**src/rtl/instr_decode_pkg.sv**
```systemverilog
// Shared RV32I decode definitions: opcode encodings, the canonical NOP and
// the immediate-format classification used by the decode stage.
package instr_decode_pkg;

    localparam logic [6:0] OP_R     = 7'b0110011;
    localparam logic [6:0] OP_I     = 7'b0010011;
    localparam logic [6:0] OP_LOAD  = 7'b0000011;
    localparam logic [6:0] OP_S     = 7'b0100011;
    localparam logic [6:0] OP_B     = 7'b1100011;
    localparam logic [6:0] OP_JAL   = 7'b1101111;
    localparam logic [6:0] OP_JALR  = 7'b1100111;
    localparam logic [6:0] OP_LUI   = 7'b0110111;
    localparam logic [6:0] OP_AUIPC = 7'b0010111;

    // addi x0, x0, 0
    localparam logic [31:0] NOP_INSTR  = 32'h0000_0013;
    localparam logic [6:0]  NOP_OPCODE = NOP_INSTR[6:0];

    typedef enum logic [2:0] {
        IMM_R,
        IMM_I,
        IMM_S,
        IMM_B,
        IMM_U,
        IMM_J,
        IMM_BAD
    } immType_t;

    function automatic logic usesRs1(input immType_t t);
        return (t == IMM_R) || (t == IMM_I) || (t == IMM_S) || (t == IMM_B);
    endfunction

    function automatic logic usesRs2(input immType_t t);
        return (t == IMM_R) || (t == IMM_S) || (t == IMM_B);
    endfunction

endpackage

```
**src/rtl/instr_decode_imm.sv**
```systemverilog
// Combinational immediate generator: classifies the opcode into an RV32I
// format and produces the sign-extended immediate for that format.
module imm_gen
    import instr_decode_pkg::*;
#(
    parameter int DATA_W = 32
) (
    input  logic        [DATA_W-1:0] instr,
    output logic signed [DATA_W-1:0] imm,
    output immType_t                 immType
);

    logic signed [31:0] immRaw;

    always_comb begin
        immRaw  = '0;
        immType = IMM_BAD;
        case (instr[6:0])
            OP_I, OP_LOAD, OP_JALR: begin
                immType = IMM_I;
                immRaw  = {{20{instr[31]}}, instr[31:20]};
            end
            OP_S: begin
                immType = IMM_S;
                immRaw  = {{20{instr[31]}}, instr[31:25], instr[11:7]};
            end
            OP_B: begin
                immType = IMM_B;
                immRaw  = {{19{instr[31]}}, instr[31], instr[7], instr[30:25], instr[11:8], 1'b0};
            end
            OP_LUI, OP_AUIPC: begin
                immType = IMM_U;
                immRaw  = {instr[31:12], 12'b0};
            end
            OP_JAL: begin
                immType = IMM_J;
                immRaw  = {{11{instr[31]}}, instr[31], instr[19:12], instr[20], instr[30:21], 1'b0};
            end
            OP_R: begin
                immType = IMM_R;
            end
            default: begin
                immType = IMM_BAD;
            end
        endcase
    end

    assign imm = DATA_W'(immRaw);

endmodule

```
**src/rtl/instr_decode.sv**
```systemverilog
// RV32I decode stage: field split, immediate, register operands, load-use
// stall and flush. Define DECODE_BYPASS_EN to forward same-cycle write-back.
module instr_decode
    import instr_decode_pkg::*;
#(
    parameter int DATA_W = 32,
    parameter int ADDR_W = 32,
    parameter int REG_AW = 5
) (
    input  logic              clk,
    input  logic              reset,
    input  logic [DATA_W-1:0] instr,
    input  logic [ADDR_W-1:0] instrPC,
    input  logic              instrValid,
    output logic              instrReady,
    output logic [REG_AW-1:0] rfAddr0,
    output logic [REG_AW-1:0] rfAddr1,
    input  logic [DATA_W-1:0] rfData0,
    input  logic [DATA_W-1:0] rfData1,
    input  logic              wbEnable,
    input  logic [REG_AW-1:0] wbAddr,
    input  logic [DATA_W-1:0] wbData,
    input  logic              flush,
    output logic [6:0]        opcode,
    output logic [2:0]        func3,
    output logic [6:0]        func7,
    output logic [REG_AW-1:0] rd,
    output logic [DATA_W-1:0] imm,
    output logic [DATA_W-1:0] regReadData0,
    output logic [DATA_W-1:0] regReadData1,
    output logic [ADDR_W-1:0] PC,
    output logic              outValid,
    output logic              hazard,
    output logic              illegal
);

    logic signed [DATA_W-1:0] immDec;
    immType_t                 immType;
    logic [REG_AW-1:0]        rs1;
    logic [REG_AW-1:0]        rs2;
    logic                     useRs1;
    logic                     useRs2;
    logic                     loadPending;
    logic                     accept;
    logic [DATA_W-1:0]        operand0;
    logic [DATA_W-1:0]        operand1;

    logic [6:0]               opcode_p1,  opcode_n;
    logic [2:0]               func3_p1,   func3_n;
    logic [6:0]               func7_p1,   func7_n;
    logic [REG_AW-1:0]        rd_p1,      rd_n;
    logic signed [DATA_W-1:0] imm_p1,     imm_n;
    logic [DATA_W-1:0]        rs1Data_p1, rs1Data_n;
    logic [DATA_W-1:0]        rs2Data_p1, rs2Data_n;
    logic [ADDR_W-1:0]        pc_p1,      pc_n;
    logic                     vld_p1,     vld_n;
    logic                     illegal_p1, illegal_n;

    imm_gen #(
        .DATA_W (DATA_W)
    ) uImmGen (
        .instr   (instr),
        .imm     (immDec),
        .immType (immType)
    );

    assign rs1     = instr[15 +: REG_AW];
    assign rs2     = instr[20 +: REG_AW];
    assign rfAddr0 = rs1;
    assign rfAddr1 = rs2;
    assign useRs1  = usesRs1(immType);
    assign useRs2  = usesRs2(immType);

    // x0 and sources the format does not read are forced to zero.
    function automatic logic [DATA_W-1:0] selOperand(
        input logic              used,
        input logic [REG_AW-1:0] rs,
        input logic [DATA_W-1:0] rfData,
        input logic              wbEn,
        input logic [REG_AW-1:0] wbA,
        input logic [DATA_W-1:0] wbD
    );
        if (!used || rs == '0) begin
            return '0;
        end
`ifdef DECODE_BYPASS_EN
        if (wbEn && wbA == rs) begin
            return wbD;
        end
`endif
        return rfData;
    endfunction

`ifndef DECODE_BYPASS_EN
    logic unusedWb;
    assign unusedWb = ^{wbEnable, wbAddr, wbData};
`endif

    assign operand0 = selOperand(useRs1, rs1, rfData0, wbEnable, wbAddr, wbData);
    assign operand1 = selOperand(useRs2, rs2, rfData1, wbEnable, wbAddr, wbData);

    // A load sitting in the output register cannot supply its result yet.
    assign loadPending = vld_p1 && (opcode_p1 == OP_LOAD) && (rd_p1 != '0);
    assign hazard      = loadPending && instrValid &&
                         ((useRs1 && rs1 == rd_p1) || (useRs2 && rs2 == rd_p1));
    assign instrReady  = !hazard || flush;
    assign accept      = instrValid && instrReady && !flush;

    always_comb begin
        opcode_n   = NOP_OPCODE;
        func3_n    = '0;
        func7_n    = '0;
        rd_n       = '0;
        imm_n      = '0;
        rs1Data_n  = '0;
        rs2Data_n  = '0;
        pc_n       = '0;
        vld_n      = 1'b0;
        illegal_n  = 1'b0;
        if (accept) begin
            vld_n = 1'b1;
            pc_n  = instrPC;
            if (immType == IMM_BAD) begin
                illegal_n = 1'b1;
            end else begin
                opcode_n  = instr[6:0];
                func3_n   = instr[14:12];
                func7_n   = instr[31:25];
                rd_n      = instr[7 +: REG_AW];
                imm_n     = immDec;
                rs1Data_n = operand0;
                rs2Data_n = operand1;
            end
        end
    end

    // ---- decode -> execute register boundary ----
    always_ff @(posedge clk or posedge reset) begin
        if (reset) begin
            opcode_p1  <= NOP_OPCODE;
            func3_p1   <= '0;
            func7_p1   <= '0;
            rd_p1      <= '0;
            imm_p1     <= '0;
            rs1Data_p1 <= '0;
            rs2Data_p1 <= '0;
            pc_p1      <= '0;
            vld_p1     <= 1'b0;
            illegal_p1 <= 1'b0;
        end else begin
            opcode_p1  <= opcode_n;
            func3_p1   <= func3_n;
            func7_p1   <= func7_n;
            rd_p1      <= rd_n;
            imm_p1     <= imm_n;
            rs1Data_p1 <= rs1Data_n;
            rs2Data_p1 <= rs2Data_n;
            pc_p1      <= pc_n;
            vld_p1     <= vld_n;
            illegal_p1 <= illegal_n;
        end
    end

    assign opcode       = opcode_p1;
    assign func3        = func3_p1;
    assign func7        = func7_p1;
    assign rd           = rd_p1;
    assign imm          = imm_p1;
    assign regReadData0 = rs1Data_p1;
    assign regReadData1 = rs2Data_p1;
    assign PC           = pc_p1;
    assign outValid     = vld_p1;
    assign illegal      = illegal_p1;

endmodule
```
**config.mk**
```make
export PLATFORM = sky130hd
export DESIGN_NAME = instr_decode
export DESIGN_NICKNAME = d
export VERILOG_FILES = /design/src/rtl/instr_decode_pkg.sv /design/src/rtl/instr_decode_imm.sv /design/src/rtl/instr_decode.sv
export SDC_FILE = /design/constraint.sdc
export NUM_CORES = 1
export LEC_CHECK = 0
export BUFFER_PORTS_ARGS = -buffer_cell sky130_fd_sc_hd__buf_2
export CAP_MARGIN = 20
export CORE_AREA = 2 2 130 132
export CTS_CLUSTER_SIZE = 25
export DETAILED_ROUTE_END_ITERATION = 8
export DIE_AREA = 0 0 132 134
export MAX_ROUTING_LAYER = met4
export PLACE_DENSITY = 0.81
export SLEW_MARGIN = 30
export SYNTH_ARGS = -nofsm -noshare
export SYNTH_HDL_FRONTEND = slang
export SYNTH_HIERARCHICAL = 1
export SYNTH_SLANG_ARGS = --single-unit
```
**constraint.sdc**
```tcl
create_clock -name clk -period 6.27 [get_ports clk]
set_clock_uncertainty 0.15 [all_clocks]
set_input_delay 0.3135 -clock clk [delete_from_list [all_inputs] [get_ports clk]]
set_output_delay 0.3135 -clock clk [all_outputs]
set_load 0.1 [all_outputs]
```
; ---- Word level (Yosys, flattened, before mapping)
; Cells that the tools add are included.
[word_totals]
output_inout_bits = 164
rom_bits = 0
ramBits = 0
input_bits = 170
n_memories = 0
latchBits = 0
reg_bits = 152
[classes]
n_mul = 0
n_addsub = 0
mux = 26
bitwise = 0
div_mod_pow = 0
shifts = 0
eq_ne = 16
n_reduce_logical = 27
order_cmp = 0
[ops]
columns = op, count
row1 = $mux 32, 11
row2 = $pmux 32 s5, 1
row3 = $mux 7, 4
row4 = $eq 7x6->1 const B, 3
row5 = $eq 7x7->1 const B, 3
row6 = $pmux 3 s6, 1
row7 = $eq 7x2->1 const B, 2
row8 = $eq 7x5->1 const B, 2
row9 = $eq 5x5->1, 2
row10 = $logic_not 5->1, 2
row11 = $mux 5, 2
row12 = $logic_or 1x1->1, 9
row13 = $logic_and 1x1->1, 8
row14 = $eq 3x2->1 const B, 2
row15 = $mux 3, 2
row16 = $mux 1, 5
row17 = $reduce_bool 5->1, 1
row18 = $logic_not 1->1, 4
row19 = $eq 3x1->1 const B, 1
row20 = $eq 3x3->1 const B, 1
row21 = $logic_not 3->1, 1
row22 = $reduce_or 3->1, 1
row23 = $reduce_or 2->1, 1

; ---- Depth between registers and ports, before layout
; Gate-level depths: netlist of the first run.
[depth]
ltp_word = 15
ltp_mapped = 11
depth_no_buf = 8

; ---- By module
; The synthesis of the first run kept the hierarchy.
[modules_own_cells]
columns = module, area_each_um2, cells_each, instances
row1 = instr_decode, 5865.6, 560, 1
row2 = imm_gen, 581.8, 68, 1

; ---- Least setup slack after synthesis of the first run
; No wires, ideal clock.
[synth_timing]
path_kind = reg2out
start = reg vld_p1, in the netlist outValid
end = out instrReady
t_required_ns = 5.806
path_stages_with_launch = 7
path_slack_ns = 2.916
arrival_ns = 2.891
path_cell_list = dfrtp_1 nor4bb_1 nand3_1 nor3_2 buf_2 buf_2 nand3b_1
[synth_between]
elab_chain_len = 6
[synth_rtl]
columns = element, line_no
row1 = from (decl), instr_decode.sv:56  ; logic vld_p1, vld_n;
row2 = from (signal assigned), instr_decode.sv:159  ; vld_p1 <= vld_n;
row3 = $logic_and 1x1->1 (2 in series), instr_decode.sv:103  ; assign loadPending = vld_p1 && (opcode_p1 == OP_LOAD) && (rd_p1 != '0);
row4 = $logic_and 1x1->1 (2 in series), instr_decode.sv:104  ; assign hazard = loadPending && instrValid &&
row5 = $logic_not 1->1, instr_decode.sv:106  ; assign instrReady = !hazard || flush;
row6 = $logic_or 1x1->1, instr_decode.sv:106
row7 = to (decl), instr_decode.sv:15  ; output logic instrReady,
; No other way between the ends.

; ---- Worst setup path in the final report of the first run
[layout_timing]
start = in instr[2]
end = out hazard
[layout_between]
elab_chain_len = 10
[layout_rtl]
columns = element, line_no
row1 = from (decl), instr_decode.sv:12  ; input logic [DATA_W-1:0] instr,
row2 = $eq 7x5->1 (tied with other cells), instr_decode_imm.sv:18  ; case (instr[6:0])
row3 = $reduce_or 3->1 / $reduce_or 2->1 (equally long branches), instr_decode_imm.sv:18
row4 = $pmux 3 s6 (*), instr_decode_imm.sv:18
row5 = net immType[1], instr_decode.sv:38  ; immType_t immType;
row6 = $eq 3x1->1 / $logic_not 3->1 (equally long branches), "instr_decode_pkg.sv:30, instr_decode_pkg.sv:34"
row7 = $logic_or 1x1->1 (3 in series), instr_decode_pkg.sv:30  ; return (t == IMM_R) || (t == IMM_I) || (t == IMM_S) || (t == IMM_B);
row8 = $logic_and 1x1->1, instr_decode.sv:105  ; ((useRs1 && rs1 == rd_p1) || (useRs2 && rs2 == rd_p1));
row9 = $logic_or 1x1->1 (*), instr_decode.sv:105
row10 = $logic_and 1x1->1 (*), instr_decode.sv:104
row11 = to (decl), instr_decode.sv:33  ; output logic hazard,
; Mark *: on every way through the listed nets, which the timed path passes. The rest lies on a longest branch.

==> impl_metrics.csv, run 1 <==
group,metric,value,unit
synth,synthArstFlopShare,100,%
global_route,grt_max_degree,87,
routing,ant_nets,0,
routing,drtPass1Iterations,5,
timing,fmax,0.267,GHz
layout,final_cell_mix,"buf_2 (295), a21oi_1 (150), dfrtp_1 (149)",
layout,synthToLayoutAreaGrowth,49.9,%
critical_path,worstPathRequired,5.81,ns
timing,max-slew-margin-rel,39.7,%
synth,synth_xor_area_share,1.36,%
synth,syn-num-nets,798,
synth,synth_area_leaders,"dfrtp_1 (58%), a21oi_1 (12%), nand3_1 (9.2%)",
floorplan,initial_core_util,39.6,%
pwr,leakage,5.21,nW
synth,synth_largest_area_cell,"dfrtp_1",
synth,synth-compound-area-share,16.7,%
synth,synthFlopType,"dfrtp_1",
clock_network,cts-root-buf,"clkbuf_16",
global_route,gr-usage-met3,6.65,%
routing,routedWlPerCell,17.9,µm
flow_run,maxCapViolCount,0,
clock_network,cts_made_buffers,17,
synth,synthAdderAreaFrac,0,%
layout,nets,1158,
synth,synthDistinctLibCells,52,
routing,route.detailed.drc,0,
clock_network,clk_latency,0.41,ns
timing,setup_viol,0,
synth,yosysTopAreaCellShare,57.8,%
floorplan,die_h,134,µm
timing,fin_crit_sh,59.8,%
synth,synth-edff-count,0,
global_route,grt_pass1_vias,6265,
synth,synth.cell_area,6450,µm²
global_route,grt_usage,25.5,%
placed_design,place_area,7950,µm²
floorplan,boundaryPins,334,
floorplan,die-area,17700,µm²
clock_network,cts_setup_buffers,0,
layout,fillerInstances,1343,
placed_design,hpwlAfterDp,12.9,mm
floorplan,core_area,16300,µm²
global_route,grt.busiest_layer,"met2",
timing,hold_violations,0,
synth,yosys_warnings,6,
hold_path,hold_class,"in -> reg",
routing,drt_wl_total,21.9,mm
global_route,gr-usage-met2,41.7,%
pwr,p_per_area,248,nW/µm²
synth,synthCells,628,
clock_network,clkSinkCount,152,
timing,slew_viol_final,0,
layout,drive_gt1_share,36.9,%
status,run_status,"finished clean",
clock_network,cts_resized,0,
critical_path,criticalPathCategory,"in -> out",
global_route,grt-ovfl-total,0,
clock_network,htreeDepth,4,
critical_path,endpoint_kind,"output port",
global_route,grt_pass1_wl,34.1,mm
timing,rsz0062_at_grt,"false",
clock_network,cts_tree,"built",
global_route,antenna_found_initial,0,
placed_design,io_buffers,295,
clock_network,cts_buffer_depth,2,
pwr,vdd_drop_max,0.164,mV
synth,synth-seq-cells,152,
clock_network,clk_pin_slew,0.06,ns
synth,yosys.area_share.simple,16.6,%
synth,yosysSeqAreaShare,59.1,%
critical_path,path_max_fanout,78,
placed_design,globalplace.congestion,0.886,
routing,num_vias,6399,
timing,tightest_slew,0.905,ns
global_route,grt_util_met1,30.8,%
layout,mostFrequentLayoutCell,"buf_2",
layout,final_area,9660,µm²
critical_path,cp.arrival,3.29,ns
routing,routed_via_density,5.24,
synth,syn_area_per_cell,10.3,µm²
routing,drt_iter0_markers,509,
timing,setup_tns,0,ns
floorplan,rows,47,
pwr,finalPower,0.00239,W
synth,synth_top_family_by_area,"compound AO/OA/AOI/OAI gates",
critical_path,setup.worst_path.start_class,"input port",
timing,period_needed,3.75,ns
synth,synth_mux_area_share,0.233,%
floorplan,fp.dieW,132,µm
worst max-delay path: stages:
cell     delay (ns)
buf_2          0.16
and3_2         0.27
nand2_1        0.14
a22oi_1        0.10
o21ai_0        0.26
nor2b_1        0.14
or3_1          0.40
o32ai_4        0.14
buf_4          0.66
and2_1         0.23
buf_2          0.42
layout make-up:
cell class	count	area, µm²	share of cell area, %
Sequential cell	152	3810	39.4
Multi-Input combinational cell	400	2290	23.7
Clock buffer	19	453	4.69
Timing Repair Buffer	415	2650	27.5
Clock inverter	13	165	1.71
Inverter	2	12.5	0.130
Antenna cell	1	2.50	0.0259
Tap cell	220	275	2.85
routing by layer:
layer  up-vias  wire length, µm
met1      3090             8790
met4         0              556
li1       2925                -
met5         -                0
met2       339            11000
met3        45             1560
synth_stat cells, types with 2 or more instances:
cell type	n
a21oi_1	151
dfrtp_1	149
nand3_1	118
clkbuf_1	38
nand2_1	38
a21o_1	22
buf_2	20
buf_4	10
nor2_1	8
xnor2_1	8
and2_2	6
a22o_1	4
buf_6	4
dfstp_2	3
nand3b_1	3
nand4_1	3
o21ai_0	3
and3_2	2
inv_1	2
nor2b_1	2
or3_1	2
xor2_1	2
final timing paths:
check | startpoint | end | slack [ns] | cells after the start
setup reg to reg | opcode[6]$_DFF_PP0_ | regReadData0[17]$_DFF_PP0_ | 3.44 | 5
max in group asynchronous | reset | regReadData1[25]$_DFF_PP0_ | 4.41 | 4
hold / removal | rfData0[17] | regReadData0[17]$_DFF_PP0_ | 0.01 | 3
hold reg to reg | opcode[0]$_DFF_PP1_ | imm[24]$_DFF_PP0_ | 0.63 | 3
setup / recovery | instr[2] | hazard | 2.52 | 11
min in group asynchronous | reset | regReadData0[13]$_DFF_PP0_ | 0.46 | 3
power by group:
group / internal [W] / switching (W)
Clock: 0.000652 / 0.000405
Combinational: 0.000106 / 0.000231
Sequential: 0.000994 / 0.00000407
Total: 0.00175 / 0.000640
timing repair:
item | CTS | global route
setup endpoints to repair | 0 | 0
hold buffers | 109 | 0
hold endpoints to repair | 189 | 0
metrics by stage:
stage                     instances  util (%)  hold slack [ns]  setup slack, ns
after floorplan                 628         -            0.274             1.72
after global routing           1221      59.3           0.0290             2.32
final                          1222      59.3           0.0146             2.52
after detailed placement       1080      48.8            0.358             2.60
after CTS                      1221      59.3         0.000200             2.58
after global placement         1080      48.8            0.341             2.65
flip-flops by register name, indices dropped and copies added (netlist names), 3 cells and up:
register / flops
PC: 32
func3: 3
func7: 7
imm: 32
opcode: 7
rd: 5
regReadData0: 32
regReadData1: 32
cell families (layout without fill, tap and decap cells):
logic type	after synthesis	after routing
AO/OA/AOI/OAI	189	189
other	0	1
AND/OR/NAND/NOR	200	200
XOR/XNOR	10	10
flip-flops	152	152
multiplexers	1	1
buffers and inverters	76	449
Note: power is estimated with default switching activity, not from simulation.
==> inputs of run 2 (changes only) <==
--- a/config.mk
+++ b/config.mk
@@ -7,12 +7,12 @@
 export LEC_CHECK = 0
 export BUFFER_PORTS_ARGS = -buffer_cell sky130_fd_sc_hd__buf_2
 export CAP_MARGIN = 20
-export CORE_AREA = 2 2 130 132
+export CORE_MARGIN = 2
+export CORE_UTILIZATION = 41
 export CTS_CLUSTER_SIZE = 25
 export DETAILED_ROUTE_END_ITERATION = 8
-export DIE_AREA = 0 0 132 134
 export MAX_ROUTING_LAYER = met4
-export PLACE_DENSITY = 0.81
+export PLACE_DENSITY = 0.85
 export SLEW_MARGIN = 30
 export SYNTH_ARGS = -nofsm -noshare
 export SYNTH_HDL_FRONTEND = slang
==> constraint.sdc (replaced) <==
create_clock -name clk -period 3.1 [get_ports clk]
set_clock_uncertainty 0.15 [all_clocks]
set_input_delay 0.155 -clock clk [delete_from_list [all_inputs] [get_ports clk]]
set_output_delay 0.155 -clock clk [all_outputs]
set_load 0.1 [all_outputs]
==> impl_metrics.csv, run 2 (synthesized netlist as in run 1, its figures left out) <==
group,metric,value,unit
clock_network,clkSinkCount,152,
global_route,grt_pass1_wl,34.6,mm
timing,rsz0062_at_grt,"false",
critical_path,r2r_start,"opcode[6]$_DFF_PP0_",
clock_network,clk_pin_slew,0.06,ns
placed_design,io_buffers,295,
floorplan,initial_core_util,42.3,%
status,run_status,"finished clean",
routing,drt_iter0_markers,637,
critical_path,cp_top_family,"simple AND/OR/NAND/NOR gates",
hold_path,hold_class,"in -> reg",
critical_path,cp.arrival,2.40,ns
placed_design,globalplace.congestion,0.876,
global_route,grt-ovfl-total,0,
timing,setup_viol,0,
timing,fmax,0.370,GHz
critical_path,crit_slowest_cell,"nor3_4",
routing,routedWlPerCell,18.9,µm
global_route,grt_pass1_vias,6584,
placed_design,hpwlAfterDp,13.3,mm
flow_run,maxCapViolCount,0,
timing,setup_tns,0,ns
placed_design,preCtsSetupSlack,0.395,ns
layout,nets,1178,
floorplan,die-area,16700,µm²
critical_path,path_max_fanout,11,
pwr,leakage,5.32,nW
floorplan,die_h,129,µm
pwr,p_per_area,502,nW/µm²
floorplan,fp.dieW,129,µm
routing,routed_via_density,5.46,
layout,final_cell_mix,"buf_2 (294), a21oi_1 (150), dfrtp_1 (144)",
floorplan,boundaryPins,334,
floorplan,rows,45,
global_route,antenna_found_initial,1,
critical_path,path_buf_inv,1,
critical_path,criticalPathCategory,"reg -> out",
routing,route.detailed.drc,0,
layout,mostFrequentLayoutCell,"buf_2",
timing,fin_hold_ws,0.0111,ns
critical_path,crit_start,"opcode[6]$_DFF_PP0_",
routing,drtPass1Iterations,5,
timing,fin_crit_sh,87.2,%
hold_path,holdCritStartpoint,"instr[18]",
clock_network,cts-root-buf,"clkbuf_16",
timing,period_needed,2.70,ns
clock_network,cts_tree,"built",
critical_path,setup.worst_path.start_class,"register",
critical_path,worstPathRequired,2.79,ns
routing,ant_nets,0,
critical_path,endpoint_kind,"output port",
clock_network,htreeDepth,4,
critical_path,crit_path_cell_trace,"nor4bb_1, nand3_1, nor3_4, and2_1, buf_12",
pwr,vdd_drop_max,0.330,mV
clock_network,clk_latency,0.43,ns
timing,fin_ws,0.396,ns
routing,num_vias,6730,
layout,synthToLayoutAreaGrowth,54.4,%
floorplan,core_area,15300,µm²
clock_network,cts_resized,0,
timing,max-slew-margin-rel,55.9,%
global_route,grt_usage,27.9,%
timing,slew_viol_final,0,
timing,hold_violations,0,
routing,drt_wl_total,23.3,mm
clock_network,cts_buffer_depth,2,
timing,tightest_slew,0.659,ns
layout,drive_gt1_share,37.4,%
critical_path,max_stage_delay,0.60,ns
global_route,grt_max_degree,117,
clock_network,cts_made_buffers,17,
## run 2: changes by cell type in the layout (fill, tap and decap cells not counted), sizes merged
cell / previous run / this run
inv: 6 / 2
clkinv: 5 / 3
clkinvlp: 1 / 3
dlygate4sd3: 109 / 119
clkbuf: 19 / 20
bufinv: 3 / 5
buf: 306 / 316
## run 2: layout make-up
class / instances / area [µm²]
diodes: 1 / 2.50
clock buffers: 20 / 447
clock inverters: 11 / 196
fillers: 1098 / 5300
inverters: 2 / 11.3
multi-input cells: 400 / 2290
flip-flops and latches: 152 / 3810
well taps: 211 / 264
repair buffers: 435 / 2930
## run 2: final timing paths
| path | to | slack [ns] | cells after the start |
|---|---|---|---|
| worst max-delay path | hazard | 0.40 | 5 |
| worst min-delay path | imm[18]$_DFF_PP0_ | 0.01 | 4 |
| worst max register to register | regReadData1[2]$_DFF_PP0_ | 0.71 | 5 |
| worst min register to register | imm[4]$_DFF_PP0_ | 0.63 | 3 |
| max in group asynchronous | rd[1]$_DFF_PP0_ | 2.12 | 4 |
| min in group asynchronous | regReadData0[1]$_DFF_PP0_ | 0.29 | 4 |
## run 2: layer usage
layer	up-vias	track usage [%]	routed length, µm
met4	0	14.3	894
met5	-	-	0
met1	3264	32.8	8810
li1	2950	-	-
met3	87	5.78	1860
met2	429	45.5	11700
## run 2: metrics by stage
stage          std cells  instance area [µm²]  total power, W  util [%]
6_report            1232                 9950         0.00500      65.2
5_1_grt             1232                 9950         0.00516      65.2
4_1_cts             1231                 9950         0.00500      65.2
3_5_place_dp        1081                 8120         0.00263      53.2
3_3_place_gp        1081                 8120         0.00263      53.2
2_1_floorplan        628                 6460         0.00245         -
## run 2: worst reg2reg max path, cell delays in order, from the launching register on
cell and delay [ns]:
dfrtp_1 0.38, nor4bb_1 0.31, nand3_1 0.22, nor3_4 0.60, buf_12 0.37, a21oi_1 0.20
## run 2: timing repair
action / 4_1_cts / 5_1_grt
endpoints found under the hold margin: 282 / 0
buffers inserted: 0 / 0
hold buffers: 119 / 0
## run 2: report_power, final
group | total, W | internal (W) | leakage, nW | switching [W]
clock network | 0.00227 | 0.00145 | 0.307 | 0.000819
registers | 0.00202 | 0.00201 | 2.08 | 0.00000812
logic | 0.000712 | 0.000237 | 2.93 | 0.000475
total | 0.00500 | 0.00370 | 5.32 | 0.00130
==> inputs of run 3 (changes only) <==
--- a/config.mk
+++ b/config.mk
@@ -13,6 +13,7 @@
 export DETAILED_ROUTE_END_ITERATION = 8
 export MAX_ROUTING_LAYER = met4
 export PLACE_DENSITY = 0.85
+export SETUP_SLACK_MARGIN = 0.5
 export SLEW_MARGIN = 30
 export SYNTH_ARGS = -nofsm -noshare
 export SYNTH_HDL_FRONTEND = slang
==> impl_metrics.csv, run 3 (synthesized netlist as in run 1, its figures left out) <==
group,metric,value,unit
layout,fillerInstances,1143,
pwr,vdd_drop_max,0.323,mV
timing,setup_tns,0,ns
flow_run,maxCapViolCount,0,
routing,drt_wl_total,23.1,mm
timing,setup_viol,0,
timing,rsz0062_at_grt,"false",
routing,routedWlPerCell,18.7,µm
critical_path,r2r_start,"rd[0]$_DFF_PP0_",
clock_network,clk_pin_slew,0.06,ns
global_route,grt_max_degree,153,
floorplan,boundaryPins,334,
clock_network,htreeDepth,4,
floorplan,die_h,129,µm
routing,drt_iter0_markers,448,
pwr,p_int,0.00354,W
critical_path,setup.worst_path.start_class,"input port",
layout,nets,1182,
pwr,finalPower,0.00487,W
global_route,grt-ovfl-total,0,
timing,slew_viol_final,0,
pwr,power_frac_seq,41.5,%
critical_path,path_max_fanout,4,
routing,ant_nets,0,
hold_path,holdCritStartpoint,"instr[3]",
placed_design,io_buffers,295,
critical_path,crit_slowest_cell,"dlygate4sd3_1",
global_route,antenna_found_initial,0,
pwr,pwr-share-comb,14.5,%
clock_network,cts-root-buf,"clkbuf_16",
critical_path,criticalPathCategory,"in -> out",
timing,period_needed,2.48,ns
pwr,p_sw_share,27.3,%
routing,routed_via_density,5.38,
floorplan,core_area,15300,µm²
layout,drive_gt1_share,38.4,%
critical_path,worstPathRequired,2.79,ns
hold_path,holdPathStages,5,
layout,final_cell_mix,"buf_2 (293), a21oi_1 (150), dfrtp_1 (139)",
routing,num_vias,6648,
layout,n_antenna_cell,0,
layout,mostFrequentLayoutCell,"buf_2",
pwr,p_sw,0.00133,W
hold_path,whs_endpoint,"imm[11]$_DFF_PP0_",
clock_network,cts_tree,"built",
placed_design,hpwlAfterDp,13.1,mm
pwr,leakage,5.33,nW
critical_path,cp.arrival,2.18,ns
global_route,grt_usage,27.8,%
clock_network,cts_buffer_depth,2,
critical_path,rrSetupSlack,0.71,ns
critical_path,crit_path_cell_trace,"dlygate4sd3_1, buf_2, nor4bb_1, nand3_1, nor3_4, and2_2, buf_12",
timing,max-slew-margin-rel,44.1,%
floorplan,fp.dieW,129,µm
placed_design,globalplace.congestion,0.858,
hold_path,hold_class,"in -> reg",
critical_path,r2r-end,"regReadData0[11]$_DFF_PP0_",
global_route,grt_pass1_wl,34.6,mm
routing,route.detailed.drc,0,
clock_network,clkSinkCount,152,
critical_path,endpoint_kind,"output port",
clock_network,clk_latency,0.42,ns
pwr,pwr-share-clk,44.0,%
critical_path,max_stage_delay,0.57,ns
timing,hold_violations,0,
timing,fmax,0.402,GHz
floorplan,rows,45,
timing,tightest_slew,0.839,ns
critical_path,reg2reg_depth,6,
routing,drtPass1Iterations,5,
pwr,p_per_area,489,nW/µm²
clock_network,cts_made_buffers,17,
layout,synthToLayoutAreaGrowth,54.5,%
floorplan,initial_core_util,42.3,%
global_route,grt_pass1_vias,6646,
timing,fin_crit_sh,80.2,%
floorplan,die-area,16700,µm²
status,run_status,"finished clean",
## run 3: final cells by class
type	count	area (µm²)	area share [%]
Sequential cell	152	3820	38.3
Inverter	2	11.3	0.113
Clock inverter	13	166	1.67
Multi-Input combinational cell	400	2330	23.4
Clock buffer	19	443	4.45
Timing Repair Buffer	439	2930	29.4
Tap cell	211	264	2.65
## run 3: per-layer routing
metal / GRT usage (%) / vias to the layer above / routed length, µm
met3: 5.45 / 69 / 1680
met5: - / - / 0
met4: 12.2 / 0 / 762
met1: 32.4 / 3240 / 8860
met2: 46.7 / 383 / 11800
li1: - / 2956 / -
## run 3: worst max-delay path by stage
stage,startpoint,endpoint,slack (ns),cells after the start
CTS,instr[3],hazard,0.63,9
floorplan,rd[4]$_DFF_PP0_,instrReady,0.38,6
finish,instrValid,hazard,0.62,7
global placement,instr[6],opcode[3]$_DFF_PP0_,0.36,10
global route,instr[6],hazard,0.57,10
detailed placement,instr[6],regReadData0[24]$_DFF_PP0_,0.31,10
## run 3: power by group through the flow
stage	registers (W)	logic [W]	clock network, W
CTS	0.00202	0.000696	0.00217
floorplan	0.00225	0.000207	0
global route	0.00202	0.000743	0.00226
global placement	0.00205	0.000567	0
detailed placement	0.00205	0.000574	0
finish	0.00202	0.000706	0.00214
## run 3: stage by stage
step	area [µm²]	std cells	hold WS [ns]	util, %	setup slack (ns)
floorplan	6530	628	0.115	-	0.382
global placement	8090	1077	0.218	53.0	0.363
detailed placement	8090	1077	0.224	53.0	0.306
CTS	9960	1236	0.0140	65.3	0.628
global route	9960	1236	0.0350	65.3	0.572
finish	9960	1236	0.0292	65.3	0.615
## run 3: what timing repair did
action,CTS,global route
setup buffers,5,0
resized for setup,0,2
setup endpoints to repair,2,1
hold buffers,122,0
pin swaps,2,0
hold endpoints to repair,285,0
## run 3: critical path: cells and delay by family
family	cells	cell delay, ns
AND/OR/NAND/NOR	4	1.14
buffers and inverters	3	0.88
